File: src/rtl/i2c_pkg.sv
// ---------------------------------------------------------------------------
// i2c_pkg
// Shared definitions for the I2C controller receive-side bus monitor.
//   det_state_e   : bus-condition detector state (S_WAIT, S_IDLE, S_BUSY)
//   det_evt_t     : the three one-cycle bus-condition pulses
//   FILT_LEN_DEF  : default glitch-filter length in pclk cycles
//   TBUF_CYC_DEF  : default bus-free (tBUF) idle time in pclk cycles
//   NUM_LINES     : number of monitored bus lines; LINE_SDA / LINE_SCL index them
// ---------------------------------------------------------------------------
package i2c_pkg;

  localparam int FILT_LEN_DEF = 3;
  localparam int TBUF_CYC_DEF = 16;

  localparam int NUM_LINES = 2;
  localparam int LINE_SDA  = 0;
  localparam int LINE_SCL  = 1;

  // S_WAIT: bus high but tBUF not yet elapsed (also the reset state)
  // S_IDLE: bus free for a new START
  // S_BUSY: between a START and its STOP
  typedef enum logic [1:0] {
    S_WAIT = 2'd0,
    S_IDLE = 2'd1,
    S_BUSY = 2'd2
  } det_state_e;

  typedef struct packed {
    logic sta;
    logic rsta;
    logic sto;
  } det_evt_t;

endpackage

File: src/rtl/glitch_filter.sv
// ---------------------------------------------------------------------------
// glitch_filter
// Two-flop synchroniser plus optional persistence filter for one bus line.
//   pclk    in  : system clock
//   preset  in  : asynchronous active-high reset (line resets to idle-high)
//   raw     in  : asynchronous pad input
//   filt    out : synchronised (and, when enabled, filtered) line
// Build option: STA_STO_DET_GLITCH_FILTER_EN
//   defined     : the filtered value only follows the synchronised value after
//                 it has differed for FILT_LEN consecutive cycles
//   not defined : filt is the synchroniser output; FILT_LEN is ignored
// ---------------------------------------------------------------------------
module glitch_filter
  import i2c_pkg::*;
#(
  parameter int FILT_LEN = FILT_LEN_DEF,
  parameter int CNT_W    = 8
) (
  input  logic pclk,
  input  logic preset,
  input  logic raw,
  output logic filt
);

  // sync_q[1] is the metastability-safe copy of the pad
  logic [1:0] sync_q;

  always_ff @(posedge pclk or posedge preset) begin
    if (preset) sync_q <= 2'b11;
    else        sync_q <= {sync_q[0], raw};
  end

`ifdef STA_STO_DET_GLITCH_FILTER_EN

  localparam logic [CNT_W-1:0] CNT_LAST = CNT_W'(FILT_LEN - 1);

  logic [CNT_W-1:0] cnt_q;
  logic             filt_q;

  // cnt_q counts consecutive cycles of disagreement; any agreeing cycle
  // discards the partial run, so short glitches never accumulate.
  always_ff @(posedge pclk or posedge preset) begin
    if (preset) begin
      cnt_q  <= '0;
      filt_q <= 1'b1;
    end else if (sync_q[1] == filt_q) begin
      cnt_q  <= '0;
    end else if (cnt_q == CNT_LAST) begin
      filt_q <= sync_q[1];
      cnt_q  <= '0;
    end else begin
      cnt_q  <= cnt_q + 1'b1;
    end
  end

  assign filt = filt_q;

`else

  assign filt = sync_q[1];

  // Parameters stay on the interface so both builds instantiate identically;
  // this empty block only exists for an out-of-range configuration.
  if (FILT_LEN < 1 || CNT_W < 1) begin : g_cfg_range
  end

`endif

endmodule

File: src/rtl/sta_sto_det.sv
// ---------------------------------------------------------------------------
// sta_sto_det
// Receive-side I2C bus-condition detector. Synchronises and filters SDA/SCL,
// flags START / repeated START / STOP, and tracks bus busy and bus free (tBUF).
//   pclk      in  : system clock, all logic on rising edge
//   preset    in  : asynchronous active-high reset
//   sda_i     in  : raw SDA pad input (asynchronous)
//   scl_i     in  : raw SCL pad input (asynchronous)
//   sda_filt  out : synchronised/filtered SDA
//   scl_filt  out : synchronised/filtered SCL
//   sta_det   out : 1-cycle pulse on every START (incl. repeated START)
//   rsta_det  out : 1-cycle pulse on a START seen while bus_busy
//   sto_det   out : 1-cycle pulse on STOP
//   bus_busy  out : high from START to the following STOP
//   bus_free  out : high once the bus has been idle-high for TBUF_CYC cycles
// Build option: STA_STO_DET_GLITCH_FILTER_EN enables the per-line glitch
// filter (see glitch_filter); without it FILT_LEN is ignored.
// CNT_W must hold max(FILT_LEN, TBUF_CYC).
// ---------------------------------------------------------------------------
module sta_sto_det
  import i2c_pkg::*;
#(
  parameter int FILT_LEN = FILT_LEN_DEF,
  parameter int TBUF_CYC = TBUF_CYC_DEF,
  parameter int CNT_W    = 8
) (
  input  logic pclk,
  input  logic preset,
  input  logic sda_i,
  input  logic scl_i,
  output logic sda_filt,
  output logic scl_filt,
  output logic sta_det,
  output logic rsta_det,
  output logic sto_det,
  output logic bus_busy,
  output logic bus_free
);

  localparam logic [CNT_W-1:0] TBUF_LAST = CNT_W'(TBUF_CYC - 1);

  // ---------------------------------------------------------------- lines
  logic [NUM_LINES-1:0] line_raw;
  logic [NUM_LINES-1:0] line_f;   // filtered, current cycle
  logic [NUM_LINES-1:0] line_q;   // filtered, one cycle earlier

  assign line_raw[LINE_SDA] = sda_i;
  assign line_raw[LINE_SCL] = scl_i;

  for (genvar i = 0; i < NUM_LINES; i++) begin : g_line
    glitch_filter #(
      .FILT_LEN (FILT_LEN),
      .CNT_W    (CNT_W)
    ) u_filt (
      .pclk   (pclk),
      .preset (preset),
      .raw    (line_raw[i]),
      .filt   (line_f[i])
    );
  end

  always_ff @(posedge pclk or posedge preset) begin
    if (preset) line_q <= '1;
    else        line_q <= line_f;
  end

  assign sda_filt = line_f[LINE_SDA];
  assign scl_filt = line_f[LINE_SCL];

  // ------------------------------------------------------------ detection
  // SCL must be high both before and after the SDA edge, so an SCL edge in
  // the same filtered cycle as the SDA edge is never a bus condition.
  logic scl_stable_hi;
  logic start;
  logic stop;
  logic lines_high;

  assign scl_stable_hi = line_q[LINE_SCL] & line_f[LINE_SCL];
  assign start      = scl_stable_hi &  line_q[LINE_SDA] & ~line_f[LINE_SDA];
  assign stop       = scl_stable_hi & ~line_q[LINE_SDA] &  line_f[LINE_SDA];
  assign lines_high = &line_f;

  // ----------------------------------------------------------------- FSM
  det_state_e       state_q, state_d;
  logic [CNT_W-1:0] tbuf_q;

  always_comb begin
    state_d = state_q;
    case (state_q)
      S_WAIT: begin
        if (start)                                 state_d = S_BUSY;
        else if (stop)                             state_d = S_WAIT;
        else if (lines_high && tbuf_q == TBUF_LAST) state_d = S_IDLE;
      end
      S_IDLE: begin
        // A line pulled low without a START (e.g. SCL stretched by a foreign
        // device) means the bus is no longer known to be free.
        if (start)                   state_d = S_BUSY;
        else if (stop || !lines_high) state_d = S_WAIT;
      end
      S_BUSY: begin
        if (stop) state_d = S_WAIT;
      end
      default: state_d = S_WAIT;
    endcase
  end

  always_ff @(posedge pclk or posedge preset) begin
    if (preset) state_q <= S_WAIT;
    else        state_q <= state_d;
  end

  // tBUF: counts consecutive idle-high cycles while waiting. A STOP seen in
  // S_WAIT restarts the window; saturation keeps an oversized count from
  // wrapping back into range.
  always_ff @(posedge pclk or posedge preset) begin
    if (preset) begin
      tbuf_q <= '0;
    end else if (state_q != S_WAIT || state_d != S_WAIT || stop || !lines_high) begin
      tbuf_q <= '0;
    end else if (tbuf_q != '1) begin
      tbuf_q <= tbuf_q + 1'b1;
    end
  end

  // ------------------------------------------------------------- outputs
  // Status is registered from the next state so bus_busy/bus_free move in
  // the same cycle as the corresponding detect pulse.
  det_evt_t evt_d, evt_q;

  always_comb begin
    evt_d      = '0;
    evt_d.sta  = start;
    evt_d.rsta = start && (state_q == S_BUSY);
    evt_d.sto  = stop;
  end

  always_ff @(posedge pclk or posedge preset) begin
    if (preset) begin
      evt_q    <= '0;
      bus_busy <= 1'b0;
      bus_free <= 1'b0;
    end else begin
      evt_q    <= evt_d;
      bus_busy <= (state_d == S_BUSY);
      bus_free <= (state_d == S_IDLE);
    end
  end

  assign sta_det  = evt_q.sta;
  assign rsta_det = evt_q.rsta;
  assign sto_det  = evt_q.sto;

endmodule

File: config.mk
export PLATFORM = sky130hd
export DESIGN_NAME = sta_sto_det
export DESIGN_NICKNAME = d
export VERILOG_FILES = /design/src/rtl/i2c_pkg.sv /design/src/rtl/glitch_filter.sv /design/src/rtl/sta_sto_det.sv
export SDC_FILE = /design/constraint.sdc
export NUM_CORES = 1
export LEC_CHECK = 0
export CAP_MARGIN = 40
export CORE_MARGIN = 4
export CORE_UTILIZATION = 52
export CTS_BUF_LIST = sky130_fd_sc_hd__clkbuf_2 sky130_fd_sc_hd__clkbuf_4 sky130_fd_sc_hd__clkbuf_8
export CTS_CLUSTER_SIZE = 25
export DETAILED_ROUTE_END_ITERATION = 16
export GPL_ROUTABILITY_DRIVEN = 0
export MAX_ROUTING_LAYER = met4
export PLACE_DENSITY_LB_ADDON = 0.05
export SYNTH_ARGS = -nofsm -noshare
export SYNTH_HDL_FRONTEND = slang
export SYNTH_SLANG_ARGS = --single-unit
File: constraint.sdc
create_clock -name pclk -period 1.7 [get_ports pclk]
set_input_delay 0.34 -clock pclk [delete_from_list [all_inputs] [get_ports pclk]]
set_output_delay 0.34 -clock pclk [all_outputs]
set_load 0.05 [all_outputs]
After elaboration in Yosys (flattened, before gate mapping)
Index checks and enable logic that the tools add are counted.
Widths: inputs -> output; s select.
{ "op_classes": {"bitwise_logic": 7, "addsub": 1, "muxes": 9, "n_eq_ne": 6, "n_reduce_logical": 12} }
{ "op_table": {"columns": ["operator", "n"], "rows": [
  ["$mux 8", 2],
  ["$mux 2", 6],
  ["$add 8x1->8 const B", 1],
  ["$eq 8x4->1 const B", 1],
  ["$ne 8x8->1 const B", 1],
  ["$pmux 2 s3", 1],
  ["$reduce_bool 2->1", 3],
  ["$and 1x1->1", 5],
  ["$eq 2x1->1 const B", 2],
  ["$eq 2x2->1 const B", 2],
  ["$logic_or 1x1->1", 4],
  ["$logic_and 1x1->1", 2],
  ["$logic_not 2->1", 1],
  ["$not 1->1", 2],
  ["$reduce_and 2->1", 1],
  ["$logic_not 1->1", 1]
]} }
{ "word_totals": {"input_bits": 4, "out_inout_bits": 7, "ff_bits": 21, "wordCells": 45} }

Longest topological paths before layout
Gate-level depths: netlist of the first run.
{ "depth": {"ltp_word": 12, "depth_mapped": 6, "ltp_nobuf": 5} }

Hierarchy
A second synthesis of the first run with hierarchy kept.
{ "unflattened": {"hier_cells": 67, "hier_area_um2": 839.6} }
{ "by_module_without_submodules": {"columns": ["mod", "seq_area_each_um2", "area_per_inst_um2", "n_inst", "cells_each"], "rows": [
  ["sta_sto_det", 427.9, 726.9, 1, 61],
  ["glitch_filter", 52.6, 56.3, 2, 3]
]} }

Worst setup path after synthesis of the first run
Ideal clock, no wire load.
{ "synth_path": {"kind": "register to register", "from": "register tbuf_q[0]", "to": "register tbuf_q[3]", "setup_ns": 0.086, "slack_ns": 0.236, "n_path_buf": 1, "synth_period_minus_slack_ns": 1.464, "required_time_ns": 1.614, "stages_incl_launch_ff": 7, "arrival_ns": 1.378, "path_cell_list": "dfrtp_1 ha_1 and3_1 buf_6 a21oi_4 nand3_4 nor3_1"} }
{ "synth_between": {"elab_chain_len": 11, "word_cells_on_any_way": 15, "classes_between": "1 x add/sub; 2 x eq/ne; 6 x mux; 6 x reduce/logical"} }
{ "synth_rtl": {"columns": ["element", "line", "text"], "rows": [
  ["start, declared", "sta_sto_det.sv:85", "logic [CNT_W-1:0] tbuf_q;"],
  ["start signal, assigned", "sta_sto_det.sv:122", "tbuf_q <= tbuf_q + 1'b1;"],
  ["$eq 8x4->1", "sta_sto_det.sv:93", "else if (lines_high && tbuf_q == TBUF_LAST) state_d = S_IDLE;"],
  ["$logic_and 1x1->1", "sta_sto_det.sv:93", null],
  ["$mux 2", "sta_sto_det.sv:93", null],
  ["$mux 2", "sta_sto_det.sv:92", "else if (stop) state_d = S_WAIT;"],
  ["$mux 2", "sta_sto_det.sv:91", "if (start) state_d = S_BUSY;"],
  ["$pmux 2 s3", "sta_sto_det.sv:89", "case (state_q)"],
  ["$reduce_bool 2->1", "sta_sto_det.sv:119", "end else if (state_q != S_WAIT || state_d != S_WAIT || stop || !lines_high) begin"],
  ["$logic_or 1x1->1 (3 in series)", "sta_sto_det.sv:119", null],
  ["$mux 8 / $reduce_bool 2->1 (equally long branches)", null, null]
]} }
Parallel ways exist; a longest one is shown, timed or not. The select of a mux whose other input is x is not followed.
A chain may end at the register's enable or synchronous reset.

Worst setup path in the final report of the first run
Ends and elaborated chain as after synthesis.

==> results of run 1 <==
## state kept, by name, indices dropped and copies added, names as in the netlist, 2 cells and up
| register | cells |
|---|---|
| state_q | 2 |
| g_line.u_filt.sync_q | 4 |
| tbuf_q | 8 |
| line_q | 2 |
## metal layers
layer / part of all wire / wire (um)
met1: 0.47 / 636
met2: 0.45 / 616
met3: 0.055 / 75
met4: 0.019 / 26
met5: 0 / 0
## power groups by stage
stage	combinational [mW]	clock, mW	sequential [mW]
4_1_cts	0.122	0.242	0.552
6_report	0.120	0.235	0.551
3_5_place_dp	0.122	0	0.561
3_3_place_gp	0.119	0	0.559
5_1_grt	0.131	0.264	0.557
2_1_floorplan	0.0388	0	0.596
## worst min-delay path by stage
| stage | start | cells after the start | to | slack (ps) |
|---|---|---|---|---|
| 5_1_grt | preset | 3 | tbuf_q[4] | 370 |
| 4_1_cts | preset | 3 | tbuf_q[4] | 350 |
| 6_report | preset | 3 | tbuf_q[4] | 340 |
| 3_3_place_gp | g_line[0].u_filt.sync_q[0] | 0 | g_line[0].u_filt.sync_q[1] | 350 |
| 2_1_floorplan | preset | 1 | bus_busy | 310 |
| 3_5_place_dp | g_line[1].u_filt.sync_q[0] | 0 | g_line[1].u_filt.sync_q[1] | 350 |
## layout by cell type, fill, tap and decap left out, drive strengths merged, types with 2 or more instances in the layout
cell type,n
a31oi,2
buf,8
dfrtp,15
nor4b,2
clkdlybuf4s50,3
nor2,9
inv,3
nor3,6
clkbuf,3
dfstp,6
nand2b,2
o22ai,2
nand2,5
mux2i,2
nand3,3
a21oi,5
## worst max-delay path, stage by stage (launching register included)
cell     delay, ps
dfrtp_1        430
ha_1           250
and3_2         280
a21oi_4        190
nand3_4        140
nor3_1         220
## through the flow
stage               worst slack, ps  instance area, um2  total power [mW]
global route                   2.57                1020             0.952
finish                          104                1020             0.905
detailed placement              125                 992             0.683
CTS                             103                1020             0.916
global placement                160                 992             0.678
floorplan                       236                 880             0.634
## cell families after synthesis
kind of cell,synth area share
AOI/OAI and AO/OA,0.0697
xor gates and xnor gates,0.00996
adders and majority gates,0.0142
buffers and inverters,0.0384
DFF,0.606
muxes,0.0228
and+or+nand+nor,0.239
## final cells by class
class                   instances  area (um2)
repair buffers                 11         115
clock buffers                   3        22.5
multi-input cells              47         314
clock inverters                 1        5.00
well taps                      16        20.0
inverters                       3        11.3
fillers                       117         538
flip-flops and latches         21         533
## what timing repair did
| action | CTS | global route |
|---|---|---|
| gates resized for setup | 0 | 1 |
| hold buffers | 0 | 0 |
| hold endpoints to repair | 0 | 0 |
| setup endpoints to repair | 0 | 2 |
==> impl_metrics.ini, run 1 <==
[grt]
grt_use_met3 = 0.0336
globalRouteOverflowTotal = 0
met1_usage = 0.189
grt_util_all_layers = 0.139
grt_use_met2 = 0.192
antenna_found_initial = 0
grt_max_degree = 22
grt_pass1_wl_mm = 2.51
grt_pass1_vias = 564
gr-max-usage-layer = met2

[die]
dieArea_mm2 = 0.00241
ios = 11
die_w_um = 49.1
die_h_um = 49.1
core_mm2 = 0.00156
rows = 14
initial_core_util = 0.564

[worst_setup_path]
endpoint = tbuf_q[3]
cp.required_ps = 1920
critPathKind = register to register
end_kind = register
crit_fanout = 8
cp-start-kind = register
r2r-end = tbuf_q[3]
reg2reg_depth = 5
timing.rr.start = tbuf_q[0]
r2r_slack_ps = 100
arrival_ps = 1810
crit_start = tbuf_q[0]

[clocking]
clk_path_buf_depth = 2
clock-root-buffer = clkbuf_4
cts_sinks = 21
numCtsBuffers = 3
clkTransAtPathRegs_ps = 120
cts_tree = built
clk_latency_ps = 300
htreeDepth = 1
cts_setup_buffers = 0

[synth]
synth.distinct_cells = 25
syn-num-nets = 78
synthFlopType = dfrtp_1
ys_top_cells_by_count = dfrtp_1, nor2_1, dfstp_2, nor3_1, nand2_1
synth_edf_count = 0
syn-cell-area_um2 = 880
yosysWarnings = 0
ys_seq_area_frac = 0.606
synth_area_leaders = dfrtp_1, dfstp_2, nor2_1
synthArstFlopShare = 1.00
syn_avg_cell_area_um2 = 12.0
yosysTopAreaCellShare = 0.427
yosysMostFrequentCell = dfrtp_1
netlist_instances = 73
yosysTopAreaCell = dfrtp_1
ys_seq_elements = 21

[route]
ant_nets = 0
drt-initial-drc-count = 15
wl_mm = 1.36
vias_per_cell = 5.50
vias = 561
detailedRoute.firstPassIterationCount = 4
remaining_drc_errors = 0
routedWlPerCell_um = 13.3

[pwr]
p_switching_mw = 0.244
p_int_mw = 0.661
cellPowerDensity_mw_per_mm2 = 887
p_leak_nw = 0.461
clkPwrFrac = 0.259
combPwrFrac = 0.132
p_seq_frac = 0.609
sw_frac_of_total = 0.269
peakVddDrop_v = 0.000529

[final_layout]
instances_no_fill = 102
drive_gt1_frac = 0.279
insertedDiodeCount = 0
nNetsFinal = 92
areaGrowthSynthToFinish_pct = 16.1
final_util = 0.655

[sta]
grt_setup_unrepaired = false
max_slew_margin = 0.780
setup_violations = 0
period_minus_slack_ps = 1600
max_freq_mhz = 627
hold_viol = 0
timing.final.crit_share = 0.939
finalSetupTns_ps = 0
fin_skew_ps = 4.10
hold_slack_ps = 342
worst_pin_slew_ps = 331
drv_slew = 0

[placed_design]
io_buffers = 10
placed_cells = 98
hpwl_um = 981

[status]
status = finished, final reports clean

[run]
maxCapViolCount = 0

[worst_hold_path]
hold_path_class = input port to asynchronous set/reset pin
Note: power is estimated with default switching activity, not from simulation.
==> inputs of run 2 (changes only) <==
--- a/config.mk
+++ b/config.mk
@@ -11,9 +11,9 @@
 export CTS_BUF_LIST = sky130_fd_sc_hd__clkbuf_2 sky130_fd_sc_hd__clkbuf_4 sky130_fd_sc_hd__clkbuf_8
 export CTS_CLUSTER_SIZE = 25
 export DETAILED_ROUTE_END_ITERATION = 16
-export GPL_ROUTABILITY_DRIVEN = 0
 export MAX_ROUTING_LAYER = met4
 export PLACE_DENSITY_LB_ADDON = 0.05
 export SYNTH_ARGS = -nofsm -noshare
 export SYNTH_HDL_FRONTEND = slang
 export SYNTH_SLANG_ARGS = --single-unit
+export TNS_END_PERCENT = 1
==> constraint.sdc (replaced) <==
create_clock -name pclk -period 1.8 [get_ports pclk]
set_input_delay 0.36 -clock pclk [delete_from_list [all_inputs] [get_ports pclk]]
set_output_delay 0.36 -clock pclk [all_outputs]
set_load 0.05 [all_outputs]
==> run 2 against run 1 <==
  * Power shrank 5.6%
  * Sequential power down 5.6%
  * Fmax barely moved
  * Register-to-register slack improved by 100 ps
  * Worst hold slack better by 19 ps
  * First-iteration DRC count decreased by 60%
  * Clock skew is essentially flat
  * Final area down 0.12%
  * Via count decreased by 0.18%
  * Worst setup slack better by 100 ps
  * Critical path type unchanged
  * Highest routed layer unchanged
==> impl_metrics.ini, run 2 (synthesis gave the netlist of run 1 again) <==
[pwr]
p_leak_nw = 0.461
clkPwrFrac = 0.259
cellPowerDensity_mw_per_mm2 = 838
p_switching_mw = 0.230
peakVddDrop_v = 0.000500
combPwrFrac = 0.132
sw_frac_of_total = 0.269
finalPower_mw = 0.855
p_seq_frac = 0.609
p_int_mw = 0.625

[clocking]
cts_sinks = 21
clkTransAtPathRegs_ps = 120
numCtsBuffers = 3
cts_tree = built
clock-root-buffer = clkbuf_4
ctsHoldBuffers = 0
clk_latency_ps = 300
clk_path_buf_depth = 2
cts_setup_buffers = 0
cts_resized = 0
htreeDepth = 1

[die]
rows = 14
dieArea_mm2 = 0.00241
core_mm2 = 0.00156
die_h_um = 49.1
initial_core_util = 0.564
die_w_um = 49.1
ios = 11

[run]
maxCapViolCount = 0

[route]
remaining_drc_errors = 0
drt-initial-drc-count = 6
vias = 560
ant_nets = 0
routedWlPerCell_um = 13.0
vias_per_cell = 5.49
wl_mm = 1.33
detailedRoute.firstPassIterationCount = 4

[final_layout]
areaGrowthSynthToFinish_pct = 15.9
final_cell_mix = dfrtp_1, nor2_1, nor3_1, dfstp_2, buf_4
top_register = tbuf_q
largest_reg_flops = 8
mostFrequentLayoutCell = dfrtp_1
largestRegisters = tbuf_q: 8 flops, g_line.u_filt.sync_q: 4 flops
insertedDiodeCount = 0
drive_gt1_frac = 0.267
nNetsFinal = 92

[grt]
grt_use_met3 = 0.0336
grt_pass1_vias = 564
gr-max-usage-layer = met2
globalRouteOverflowTotal = 0
met1_usage = 0.189
antenna_found_initial = 0
grt_pass1_wl_mm = 2.51
grt_util_all_layers = 0.139
grt_max_degree = 22
grt_use_met2 = 0.192

[sta]
grt_setup_unrepaired = false
max_freq_mhz = 627
finalSetupTns_ps = 0
timing.final.crit_share = 0.886
hold_viol = 0
worst_pin_slew_ps = 333
drv_slew = 0
setup_violations = 0
max_slew_margin = 0.778
period_minus_slack_ps = 1600
fin_skew_ps = 4.57

[worst_setup_path]
end_kind = register
arrival_ps = 1810
cp-start-kind = register
crit_start = tbuf_q[0]
timing.rr.start = tbuf_q[0]
crit_fanout = 8
cp.required_ps = 2020
critPathKind = register to register

[worst_hold_path]
hold_path_class = input port to asynchronous set/reset pin

[status]
status = finished, final reports clean

[placed_design]
hpwl_um = 981
io_buffers = 10
gp_congestion = 0.760
-- run 2: cell counts in the layout (fill, tap and decap cells not counted) --
No cell type changed its count.
-- run 2: area by class of cell --
| class | instances | area, um2 |
|---|---|---|
| tap | 16 | 20.0 |
| multi-input combinational | 47 | 313 |
| sequential | 21 | 533 |
| fill | 117 | 539 |
| clock inverter | 1 | 5.00 |
| clock buffer | 3 | 22.5 |
| inverter | 3 | 11.3 |
| timing repair buffer | 11 | 115 |
-- run 2: metrics by stage --
| stage | area, um2 | worst slack, ps | std cells | hold slack (ps) | util |
|---|---|---|---|---|---|
| 5_1_grt | 1020 | 89.9 | 102 | 368 | 0.654 |
| 4_1_cts | 1020 | 203 | 102 | 365 | 0.654 |
| 3_3_place_gp | 992 | 260 | 98 | 347 | 0.636 |
| 3_5_place_dp | 992 | 225 | 98 | 349 | 0.636 |
| 2_1_floorplan | 880 | 336 | 73 | 332 | - |
| 6_report | 1020 | 205 | 102 | 362 | 0.654 |
-- run 2: critical path: stages, from the launching register on --
cell     delay (ps)
dfrtp_1         430
ha_1            250
and3_1          270
a21oi_4         200
nand3_4         140
nor3_1          220
-- run 2: path summary, 6_finish.rpt --
check                                              to  slack [ps]  cells past startpoint
setup / recovery                            tbuf_q[3]         200                      5
setup reg to reg                            tbuf_q[3]         200                      5
hold reg to reg            g_line[1].u_filt.sync_q[1]         360                      0
min in group pclk          g_line[1].u_filt.sync_q[1]         360                      0
max in group asynchronous  g_line[0].u_filt.sync_q[0]        1170                      3
hold / removal                              tbuf_q[4]         360                      3
-- run 2: per-layer routing --
layer / vias to the layer above / share of wire
li1: 284 / -
met1: 258 / 0.48
met2: 14 / 0.45
met3: 4 / 0.046
met4: 0 / 0.020
met5: - / 0
-- run 2: power groups by stage --
stage          registers [mW]  clock network (mW)  logic (mW)
6_report                0.520               0.221       0.113
5_1_grt                 0.526               0.249       0.124
4_1_cts                 0.522               0.228       0.115
3_5_place_dp            0.530                   0       0.115
3_3_place_gp            0.528                   0       0.113
2_1_floorplan           0.562                   0      0.0367
